### config.mk
export PLATFORM = sky130hd
export DESIGN_NAME = mem_access_master_flat
export DESIGN_NICKNAME = d
export VERILOG_FILES = /design/src/rtl/mem_access_master_if.sv /design/src/rtl/mem_access_master.sv /design/src/flat_wrapper.sv
export SDC_FILE = /design/constraint.sdc
export NUM_CORES = 1
export LEC_CHECK = 0
export CORE_ASPECT_RATIO = 0.75
export CORE_MARGIN = 4
export CORE_UTILIZATION = 50
export DETAILED_ROUTE_END_ITERATION = 12
export DONT_BUFFER_PORTS = 1
export GPL_TIMING_DRIVEN = 0
export PLACE_DENSITY = 0.68
export SETUP_SLACK_MARGIN = 0.02
export SLEW_MARGIN = 20
export SYNTH_ARGS = -nofsm -noshare
export SYNTH_HDL_FRONTEND = slang
export SYNTH_SLANG_ARGS = --single-unit
export TNS_END_PERCENT = 30
### constraint.sdc
create_clock -name clk -period 2.9 [get_ports clk]
set_clock_uncertainty 0.2 [all_clocks]
set_input_delay 0.435 -clock clk [delete_from_list [all_inputs] [get_ports clk]]
set_output_delay 0.435 -clock clk [all_outputs]
set_load 0.02 [all_outputs]
### src/rtl/mem_access_master_if.sv
// mem_access_master_if: request/response handshake plus single-word memory bus of mem_access_master.
// Rev 1.0
`default_nettype none

interface mem_access_master_if #(
  parameter int BEATS = 4
);
  logic                  req_valid;
  logic                  req_ready;
  logic                  req_write;
  logic                  req_vector;
  logic [31:0]           req_addr;
  logic [32*BEATS-1:0]   req_wdata;
  logic                  resp_valid;
  logic [32*BEATS-1:0]   resp_rdata;
  logic                  resp_error;
  logic [31:0]           data_address;
  logic                  write_enable;
  logic [31:0]           data_input;
  logic [31:0]           data_output;

  modport master (
    input  req_valid, req_write, req_vector, req_addr, req_wdata, data_output,
    output req_ready, resp_valid, resp_rdata, resp_error, data_address, write_enable, data_input
  );

  modport slave (
    output req_valid, req_write, req_vector, req_addr, req_wdata, data_output,
    input  req_ready, resp_valid, resp_rdata, resp_error, data_address, write_enable, data_input
  );
endinterface

`default_nettype wire

### src/rtl/mem_access_master.sv
// mem_access_master: splits scalar/vector load-store requests into single-word memory beats. Rev 1.0
// Define ALIGN_CHECK_EN to reject misaligned requests with resp_error instead of forcing alignment.
`default_nettype none

module mem_access_master #(
  parameter int BEATS        = 4,
  parameter int READ_LATENCY = 1
) (
  input  logic                clk,
  input  logic                reset,
  mem_access_master_if.master bus,
  output logic                busy
);
  localparam int            DW      = 32 * BEATS;
  localparam int            CW      = $clog2(BEATS + 1);
  localparam logic [CW-1:0] C_ONE   = CW'(1);
  localparam logic [CW-1:0] C_BEATS = CW'(BEATS);

  typedef enum logic [2:0] {S_RST, S_IDLE, S_ISSUE, S_WAIT, S_DONE} state_t;

  state_t        state;
  logic [CW-1:0] beat_cnt;
  logic [CW-1:0] n_beats;
  logic [31:0]   base_q;
  logic          store_q;
  logic [DW-1:0] wdata_q;
  logic [DW-1:0] rbuf;
  logic [DW-1:0] rbuf_merged;
  logic          sr_valid [READ_LATENCY+1];
  logic [CW-1:0] sr_idx   [READ_LATENCY+1];
  logic          misaligned;
  logic [31:0]   base_addr;
  logic          cap;
  logic          cap_last;

`ifdef ALIGN_CHECK_EN
  assign misaligned = (bus.req_addr[1:0] != 2'b00);
  assign base_addr  = bus.req_addr;
`else
  assign misaligned = 1'b0;
  assign base_addr  = {bus.req_addr[31:2], 2'b00};
`endif

  // The tag at the tail of the shift register marks the beat whose data is on data_output now.
  assign cap      = sr_valid[READ_LATENCY];
  assign cap_last = cap && (sr_idx[READ_LATENCY] == n_beats - C_ONE);

  always_comb begin
    rbuf_merged = rbuf;
    if (cap) begin
      rbuf_merged[32*int'(sr_idx[READ_LATENCY]) +: 32] = bus.data_output;
    end
  end

  always_ff @(posedge clk or negedge reset) begin
    if (!reset) begin
      state            <= S_RST;
      bus.req_ready    <= 1'b0;
      bus.resp_valid   <= 1'b0;
      bus.resp_error   <= 1'b0;
      bus.resp_rdata   <= '0;
      bus.data_address <= '0;
      bus.write_enable <= 1'b0;
      bus.data_input   <= '0;
      busy             <= 1'b0;
      beat_cnt         <= '0;
      n_beats          <= '0;
      base_q           <= '0;
      store_q          <= 1'b0;
      wdata_q          <= '0;
      rbuf             <= '0;
      for (int j = 0; j <= READ_LATENCY; j++) begin
        sr_valid[j] <= 1'b0;
        sr_idx[j]   <= '0;
      end
    end else begin
      for (int j = READ_LATENCY; j > 0; j--) begin
        sr_valid[j] <= sr_valid[j-1];
        sr_idx[j]   <= sr_idx[j-1];
      end
      sr_valid[0] <= 1'b0;
      if (cap) begin
        rbuf <= rbuf_merged;
      end

      case (state)
        S_RST: begin
          state         <= S_IDLE;
          bus.req_ready <= 1'b1;
        end

        S_IDLE: begin
          if (bus.req_valid && bus.req_ready) begin
            bus.req_ready <= 1'b0;
            busy          <= 1'b1;
            if (misaligned) begin
              state          <= S_DONE;
              bus.resp_valid <= 1'b1;
              bus.resp_error <= 1'b1;
              bus.resp_rdata <= '0;
            end else begin
              // Beat 0 goes out on the acceptance edge itself.
              state            <= S_ISSUE;
              base_q           <= base_addr;
              store_q          <= bus.req_write;
              wdata_q          <= bus.req_wdata;
              n_beats          <= bus.req_vector ? C_BEATS : C_ONE;
              beat_cnt         <= C_ONE;
              rbuf             <= '0;
              bus.data_address <= base_addr;
              bus.write_enable <= bus.req_write;
              bus.data_input   <= bus.req_write ? bus.req_wdata[31:0] : 32'd0;
              sr_valid[0]      <= !bus.req_write;
              sr_idx[0]        <= '0;
            end
          end
        end

        S_ISSUE: begin
          if (beat_cnt < n_beats) begin
            bus.data_address <= base_q + (32'(beat_cnt) << 2);
            bus.write_enable <= store_q;
            bus.data_input   <= store_q ? wdata_q[32*int'(beat_cnt) +: 32] : 32'd0;
            sr_valid[0]      <= !store_q;
            sr_idx[0]        <= beat_cnt;
            beat_cnt         <= beat_cnt + C_ONE;
          end else begin
            bus.data_address <= '0;
            bus.write_enable <= 1'b0;
            bus.data_input   <= '0;
            if (store_q) begin
              state          <= S_DONE;
              bus.resp_valid <= 1'b1;
              bus.resp_error <= 1'b0;
            end else begin
              state <= S_WAIT;
            end
          end
        end

        S_WAIT: begin
          if (cap_last) begin
            state          <= S_DONE;
            bus.resp_valid <= 1'b1;
            bus.resp_error <= 1'b0;
            bus.resp_rdata <= rbuf_merged;
          end
        end

        S_DONE: begin
          state          <= S_IDLE;
          bus.resp_valid <= 1'b0;
          bus.resp_error <= 1'b0;
          bus.req_ready  <= 1'b1;
          busy           <= 1'b0;
        end

        default: state <= S_RST;
      endcase
    end
  end
endmodule

`default_nettype wire
### src/flat_wrapper.sv
// flat-port wrapper written by rule: the top's interface ports become plain ports
module mem_access_master_flat 
#(
  parameter int BEATS        = 4,
  parameter int READ_LATENCY = 1
)
  (clk, reset, busy, bus_req_valid, bus_req_write, bus_req_vector, bus_req_addr, bus_req_wdata, bus_data_output, bus_req_ready, bus_resp_valid, bus_resp_rdata, bus_resp_error, bus_data_address, bus_write_enable, bus_data_input);
  mem_access_master_if #(.BEATS(BEATS)) bus_i ();
  input  logic clk;
  input  logic reset;
  output logic busy;
  input wire logic [$bits(bus_i.req_valid)-1:0] bus_req_valid;
  input wire logic [$bits(bus_i.req_write)-1:0] bus_req_write;
  input wire logic [$bits(bus_i.req_vector)-1:0] bus_req_vector;
  input wire logic [$bits(bus_i.req_addr)-1:0] bus_req_addr;
  input wire logic [$bits(bus_i.req_wdata)-1:0] bus_req_wdata;
  input wire logic [$bits(bus_i.data_output)-1:0] bus_data_output;
  output wire logic [$bits(bus_i.req_ready)-1:0] bus_req_ready;
  output wire logic [$bits(bus_i.resp_valid)-1:0] bus_resp_valid;
  output wire logic [$bits(bus_i.resp_rdata)-1:0] bus_resp_rdata;
  output wire logic [$bits(bus_i.resp_error)-1:0] bus_resp_error;
  output wire logic [$bits(bus_i.data_address)-1:0] bus_data_address;
  output wire logic [$bits(bus_i.write_enable)-1:0] bus_write_enable;
  output wire logic [$bits(bus_i.data_input)-1:0] bus_data_input;
  assign bus_i.req_valid = bus_req_valid;
  assign bus_i.req_write = bus_req_write;
  assign bus_i.req_vector = bus_req_vector;
  assign bus_i.req_addr = bus_req_addr;
  assign bus_i.req_wdata = bus_req_wdata;
  assign bus_i.data_output = bus_data_output;
  assign bus_req_ready = bus_i.req_ready;
  assign bus_resp_valid = bus_i.resp_valid;
  assign bus_resp_rdata = bus_i.resp_rdata;
  assign bus_resp_error = bus_i.resp_error;
  assign bus_data_address = bus_i.data_address;
  assign bus_write_enable = bus_i.write_enable;
  assign bus_data_input = bus_i.data_input;
  mem_access_master #(.BEATS(BEATS), .READ_LATENCY(READ_LATENCY)) u_core (.clk(clk), .reset(reset), .bus(bus_i), .busy(busy));
endmodule
Yosys cells after proc, flatten, opt, wreduce, memory -nomap -nowiden. Index checks and enable logic that the tools add are counted.

Word-level logic and storage cells: 98. Flip-flop bits (word level): 501.

Multiplexer cells: 43. Eq/ne operators: 10. Add/sub/neg operators: 4. Reduce and logical (&&, ||, !) cells: 18. Shift-type cells: 3. Order comparisons: 1.

Operators by type and width (count): 2-to-1 mux 128 bit (4); 2-to-1 mux 32 bit (6); bitwise mux 128 bit (1); case mux 32 bit (2 select lines) (2); variable shift 32 x 33 -> 128 bit (first input constant) (1); indexed part select 128 x 9 -> 32 bit (1); indexed part select 32 x 33 -> 128 bit (1); negation 8 -> 33 bit (1); adder 32 x 5 -> 32 bit (1); 2-to-1 mux 3 bit (9); 2-to-1 mux 1 bit (12); case mux 3 bit (2 select lines) (2); case mux 3 bit (4 select lines) (1); AND reduction 2 bit (5); != test 2 x 1 -> 1 bit (second input constant) (4); case mux 1 bit (2 select lines) (4); equality test 3 x 2 -> 1 bit (second input constant) (2); case mux 1 bit (3 select lines) (2); AND reduction 3 bit (2); nonzero test 2 bit (3); AND reduction 4 bit (1); adder 3 x 1 -> 3 bit (second input constant) (1); equality test 3 x 1 -> 1 bit (second input constant) (1); equality test 3 bit (1); 9 further kinds (11).

Logic depth before layout (Yosys ltp). Gate-level depths: netlist of run 1.

Word-level depth: 7. Gate-level depth with buffers: 9. Depth with buffers taken out: 8.

Worst setup path after synthesis of run 1. No wires, ideal clock.

Path type: register -> register. Start: reg u_core.beat_cnt[1]. End: reg u_core.bus.data_address[30]. Data required time: 2.561 ns. Clock period less this slack: 2.783 ns. Buffers on the path: 2. Data arrival time: 2.444 ns. Stages on the path, launching flop included: 10. Path slack: 0.117 ns. Cell sequence: dfrtp_1 buf_2 clkbuf_1 inv_1 fa_1 nor2b_1 o2111ai_1 nor4b_1 mux2i_1 a211oi_1.

Word-level cells in the longest chain between the ends: 3. Elaborated cells on any way between the ends: 4. Classes of those cells: add/sub: 1; order compare: 1; mux: 2.

Ends and longest elaborated chain: from (decl) (RTL line mem_access_master.sv:22) `logic [CW-1:0] beat_cnt;`; from (signal assigned) (RTL line mem_access_master.sv:126) `beat_cnt <= beat_cnt + C_ONE;`; adder 32 x 5 -> 32 bit / less-than comparator 3 bit (equally long branches) (RTL line mem_access_master.sv:121, mem_access_master.sv:120); 2-to-1 mux 32 bit (*) (RTL line mem_access_master.sv:120) `if (beat_cnt < n_beats) begin`; case mux 32 bit (2 select lines) (*) (RTL line mem_access_master.sv:86) `case (state)`; to (signal assigned) (RTL line mem_access_master.sv:110) `bus.data_address <= base_addr;`; to (signal assigned) (RTL line mem_access_master.sv:121) `bus.data_address <= base_q + (32'(beat_cnt) << 2);`; to (decl) (RTL line mem_access_master_if.sv:24) `output req_ready, resp_valid, resp_rdata, resp_error, data_address, write_enable, data_input`.

Mark *: on every way between the ends. The rest lies on a longest branch, timed or not. A chain may end at the register's enable or synchronous reset.

Final worst setup path of run 1.
Start: reg u_core.sr_idx[0] in the netlist's numbering. End: reg u_core.bus.resp_rdata[94].

Word-level cells in the longest chain between the ends: 4. Elaborated cells on any way between the ends: 8. Classes of those cells: add/sub: 1; eq/ne: 1; shift: 2; mux: 2; reduce/logical: 2.

Ends and longest elaborated chain: from (decl) (RTL line mem_access_master.sv:30) `logic [CW-1:0] sr_idx [READ_LATENCY+1];`; from (signal, indexed assignment) (RTL line mem_access_master.sv:79) `sr_idx[j] <= sr_idx[j-1];`; negation 8 -> 33 bit (RTL line mem_access_master.sv:51) `rbuf_merged[32*int'(sr_idx[READ_LATENCY]) +: 32] = bus.data_output;`; indexed part select 32 x 33 -> 128 bit / variable shift 32 x 33 -> 128 bit (equally long branches) (RTL line mem_access_master.sv:51); bitwise mux 128 bit (RTL line mem_access_master.sv:51); 2-to-1 mux 128 bit (RTL line mem_access_master.sv:50) `if (cap) begin`; to (signal assigned) (RTL line mem_access_master.sv:146) `bus.resp_rdata <= rbuf_merged;`; to (decl) (RTL line mem_access_master_if.sv:24).

Parallel ways exist; a longest one is shown, timed or not.

==> flow_summary.toml, run 1 <==
[synth]
synthArstFlopShare_pct = 100
netlist_area_um2 = 21000
synth_edf_count = 0
synth_area_leader_cell = "dfrtp_1"
synthCells = 2144
synth_most_common_cell = "nand2_1"
synth_seq_area_share_pct = 59.3
ys.flop_type = "dfrtp_1"
yosysWarnings = 0
synthTopCellsByCount = "nand2_1, dfrtp_1, nor2_1, o21ai_0, clkbuf_1"
synthTopCellsByArea = "dfrtp_1, nand2_1, nor2_1, mux4_2, o21ai_0"
ys_ff_latch = 497
synth_top_area_share_pct = 59.3
synth_cell_types = 57
avgSynthCellArea_um2 = 9.78

[critical_path]
critical_path.startpoint_type = "register"
timing.rr.start = "u_core.sr_idx[0]"
cp-end-kind = "register"
endpoint = "u_core.bus.resp_rdata[94]"
worstReg2RegEnd = "u_core.bus.resp_rdata[94]"
path_class = "register to register"
startpoint = "u_core.sr_idx[0]"
required_ns = 3.16
timing.critical_path.fanout_max = 10
r2r_cells = 9
r2r_slack_ns = 0.10
arrival_ns = 3.06

[finish]
final-seq-area_um2 = 12400
fill_cells = 3344
multiInputGateArea_um2 = 7790
syn_to_final_growth_pct = 20.9
drive_gt1_share_pct = 7.49
layout.nets = 2599

[routing]
ant_nets = 0
dr.pass1.iters = 6
wl_per_cell_um = 22.0
vias = 17400
drt_iter0_drc = 1580
viasPerCell = 5.79
drt-total-wl_mm = 65.9
drc_errors = 0

[pwr]
fin_total_pwr_uw = 13600
peakVddDrop_uv = 430
p_leak_uw = 0.0128
power_density_nw_per_um2 = 538

[global_route]
overflow = 0
grt_max_degree = 498
grt_usage_pct = 28.8
antenna_found_initial = 6
grt_pass1_vias = 17800
grt_pass1_wl_mm = 103

[floorplan]
core-area_um2 = 41100
floorplan.initialDensity_pct = 51.0
rows = 64
die_h_um = 185
die-area_um2 = 45300
die_x_um = 244
io_pins = 394

[cts]
cts_tree = "done"
root_buffer = "clkbuf_16"
cts_buffers = 48
postCtsHoldBufs = 193
clkLatencyLatePin_ns = 0.57
clockBufferDepth = 3
cts_htree_levels = 2
cts.reportedPaths.clkPinSlew_ns = 0.06
cts.sinks = 497

[timing]
final_min_period_over_clock_period_pct = 96.4
max_freq_mhz = 358
tightest_slew_ns = 2.59
period_needed_ns = 2.80
slew-limit-headroom_pct = -73.0
whs_ns = -0.640
rsz0062_at_grt = "true"
setup_slack_ns = 0.103
hold_violations = 497
final_max_slew_viol_count = 364
setup_viol = 0

[place]
dp_hpwl_mm = 45.2
place_congestion = 0.891
portBuffers = 0
dp_slack_ns = -0.770

[run_status]
status = "finished, violations left"
violations = "hold timing, slew limit"

[worst_hold_path]
hp-class = "input port to async pin"

[job]
maxCapViolCount = 0
## metal layers
| layer | global-route usage (%) | vias up | wire (um) |
|---|---|---|---|
| li1 | - | 7666 | - |
| met1 | 41.2 | 8694 | 28200 |
| met3 | 6.87 | 172 | 5930 |
| met4 | 9.99 | 2 | 2350 |
| met2 | 43.8 | 823 | 29400 |
| met5 | 0 | - | 13 |
## layout make-up
class	instances	area share, %
Antenna cell	6	0.0593
Buffer	149	2.65
Clock buffer	78	5.74
Clock inverter	11	0.558
Inverter	45	0.667
Multi-Input combinational cell	1453	30.7
Sequential cell	497	49.1
Tap cell	561	2.77
Timing Repair Buffer	197	7.74
## how the worst min path moves through the flow
stage                                              to  slack [ns]  cells after the start
after global placement              u_core.base_q[22]       -0.04                      0
after detailed placement            u_core.base_q[21]       -0.05                      0
final                               u_core.base_q[19]       -0.64                      0
after global routing      u_core.bus.data_address[22]       -0.67                      0
after floorplan                     u_core.base_q[10]       -0.06                      0
after CTS                           u_core.base_q[21]       -0.66                      0
## worst max-delay path, cell delays in order (launching register included)
cell      delay (ns)
dfrtp_2         0.46
inv_1           0.12
ha_1            0.21
ha_2            0.39
nand3_4         0.15
nor4b_4         0.42
buf_4           0.18
clkbuf_4        0.21
a22oi_1         0.12
o21ai_0         0.22
## layout by cell type (no fill, tap or decap), drive strengths merged, types with 4 or more instances in the layout
cell / n
a21oi: 95
a221oi: 4
a22oi: 33
and3: 68
buf: 39
clkbuf: 192
clkinv: 8
dfrtp: 497
diode: 6
dlygate4sd3: 193
ha: 10
inv: 45
mux2i: 38
mux4: 32
nand2: 626
nand3: 15
nand4: 8
nor2: 193
nor3: 8
nor4: 10
o21a: 32
o21ai: 159
o221ai: 8
o22ai: 42
o31a: 4
xnor2: 20
xor2: 4
## where the power goes
| part | total [uW] | switching [uW] | leakage [uW] | internal [uW] |
|---|---|---|---|---|
| registers | 6960 | 6.40 | 0.00612 | 6960 |
| logic | 320 | 125 | 0.00588 | 196 |
| clock network | 6350 | 2740 | 0.000780 | 3620 |
| total | 13600 | 2870 | 0.0128 | 10800 |
## flip-flops by register name, indices dropped and copies added (netlist names)
| signal | count |
|---|---|
| u_core.busy | 1 |
| u_core.n_beats | 2 |
| u_core.cap | 1 |
| u_core.rbuf | 128 |
| u_core.bus.data_address | 30 |
| u_core.bus.resp_rdata | 128 |
| u_core.bus.write_enable | 1 |
| u_core.bus.resp_valid | 1 |
| u_core.store_q | 1 |
| u_core.state | 3 |
| u_core.sr_idx | 6 |
| u_core.base_q | 30 |
| u_core.sr_valid | 1 |
| u_core.beat_cnt | 3 |
| u_core.wdata_q | 128 |
| u_core.bus.data_input | 32 |
| u_core.bus.req_ready | 1 |
## cells by family after synthesis
kind of cell	after synthesis	synth area share [%]
AND/OR/NAND/NOR	950	18.7
flip-flops	497	59.3
AO/OA/AOI/OAI	395	11.1
buffers and inverters	196	3.86
multiplexers	70	5.25
XOR/XNOR	24	1.00
adder cells (fa/ha/maj)	11	0.692
other	1	0.0179
## timing repair
item	4_1_cts	5_1_grt
setup buffers	2	2
endpoints found under the setup margin	195	266
pin swaps	2	1
resized for setup	18	26
endpoints found under the hold margin	939	497
## per-stage QoR
stage,utilization [%],instance area [um^2],TNS (ns),instances,hold WS [ns]
after detailed placement,52.8,21700,-38.64,2707,-0.0465
after CTS,61.5,25300,-3.24,2990,-0.660
after global routing,61.7,25300,-0.0251,2996,-0.671
after global placement,52.8,21700,-30.23,2707,-0.0414
after floorplan,-,21000,0,2146,-0.0606
final,61.7,25300,0,2997,-0.640
Note: power is estimated with default switching activity, not from simulation.
==> run 2: changes to the inputs <==
--- a/config.mk
+++ b/config.mk
@@ -8,6 +8,7 @@
 export CORE_ASPECT_RATIO = 0.75
 export CORE_MARGIN = 4
 export CORE_UTILIZATION = 50
+export CTS_BUF_LIST = sky130_fd_sc_hd__clkbuf_8
 export DETAILED_ROUTE_END_ITERATION = 12
 export DONT_BUFFER_PORTS = 1
 export GPL_TIMING_DRIVEN = 0
==> flow_summary.toml, run 2 (same netlist as run 1, synthesis figures left out) <==
[timing]
slew-limit-headroom_pct = -86.4
tightest_slew_ns = 2.80
setup_viol = 0
hold_violations = 497
max_freq_mhz = 360
final_max_slew_viol_count = 361
whs_ns = -0.696
setup_tns_ns = 0
final_min_period_over_clock_period_pct = 95.7
period_needed_ns = 2.77

[floorplan]
die_x_um = 244
die-area_um2 = 45300
core-area_um2 = 41100
io_pins = 394
rows = 64
die_h_um = 185
floorplan.initialDensity_pct = 51.0

[finish]
final_common_cell = "nand2_1"
final_cell_mix = "nand2_1, dfrtp_1, dlygate4sd3_1"
fin_util_pct = 61.9
syn_to_final_growth_pct = 21.3
drive_gt1_share_pct = 9.49
layout.nets = 2631
reg_top3 = "u_core.bus.resp_rdata: 128 flops, u_core.rbuf: 128 flops, u_core.wdata_q: 128 flops"

[place]
dp_hpwl_mm = 45.2
place_congestion = 0.891
portBuffers = 0

[routing]
drt_iter0_drc = 1651
viasPerCell = 5.77
ant_nets = 0
drc_errors = 0
vias = 17600
dr.pass1.iters = 5
drt-total-wl_mm = 66.7
wl_per_cell_um = 21.9

[critical_path]
arrival_ns = 3.06
startpoint = "u_core.beat_cnt[1]"
path_class = "register to register"
critical_path.startpoint_type = "register"
timing.critical_path.fanout_max = 10
cp-end-kind = "register"
required_ns = 3.18
timing.rr.start = "u_core.beat_cnt[1]"
r2r_cells = 10

[global_route]
grt_max_degree = 498
grt_pass1_vias = 18000
grt_pass1_wl_mm = 103
overflow = 0
antenna_found_initial = 8
grt_usage_pct = 29.1

[cts]
cts_htree_levels = 3
postCtsHoldBufs = 193
clkLatencyLatePin_ns = 0.63
cts_buffers = 78
cts.reportedPaths.clkPinSlew_ns = 0.07
cts.sinks = 497
clockBufferDepth = 3
root_buffer = "clkbuf_8"
cts_tree = "done"

[run_status]
violations = "hold timing, slew limit"
status = "finished, violations left"

[pwr]
power_density_nw_per_um2 = 534
p_leak_uw = 0.0130
peakVddDrop_uv = 382

[worst_hold_path]
hp-class = "input port to async pin"

[job]
maxCapViolCount = 0
## run 2: cell types whose count changed in the layout (fill, tap and decap cells not counted), sizes merged
cell,before,now
clkbuf,192,214
clkinv,8,6
bufinv,2,3
diode,6,8
inv,45,65
buf,39,44
## run 2: routing by layer
metal  GRT usage (%)  up-vias  wire length (um)
li1                -     7723                 -
met5               0        -                41
met2            43.8      849             29800
met3            7.42      171              5920
met4            11.3        6              2250
met1            41.1     8827             28600
## run 2: power by group
part           switching, uW  internal [uW]
registers               6.37           6960
logic                    126            196
clock network           2860           3430
## run 2: layout make-up
cell class                 count  area (um^2)
antenna                        8         20.0
multi-input combinational   1453         7820
buffer                       148          673
tap                          561          702
fill                        3320        15600
clock buffer                 103         1420
inverter                      45          169
clock inverter                30          213
timing repair buffer         200         1980
sequential                   497        12400
## run 2: final timing paths
path | end | slack [ns]
max | u_core.bus.data_address[28] | 0.13
min | u_core.base_q[22] | -0.70
max reg2reg | u_core.bus.data_address[28] | 0.13
min reg2reg | u_core.cap | 0.15
max in group asynchronous | u_core.wdata_q[6] | 0.99
min in group clk | u_core.cap | 0.15
## run 2: repair_timing
item                                   in CTS  in global routing
pin swaps                                   3                  2
setup endpoints to repair                 197                313
endpoints found under the hold margin     979                497
gates resized for setup                    23                 42
buffers inserted                            5                  2
## run 2: critical path, cell delays in order (launching register included)
cell and delay (ns):
dfrtp_1 0.38, clkbuf_4 0.22, clkbuf_8 0.22, inv_1 0.11, fa_2 0.41, nor2b_4 0.20
o211ai_1 0.14, buf_4 0.20, nor4_2 0.28, xnor2_1 0.16, o22ai_1 0.09
## run 2: stage by stage
stage	cells	hold slack (ns)	power, uW	area [um^2]	setup WS [ns]
floorplan	2146	-0.0606	7130	21000	0.117
global placement	2707	-0.0414	7130	21700	-0.694
detailed placement	2707	-0.0465	7130	21700	-0.770
CTS	3037	-0.737	13600	25300	0.0256
global route	3042	-0.740	14000	25400	-0.0125
finish	3045	-0.696	13600	25400	0.126
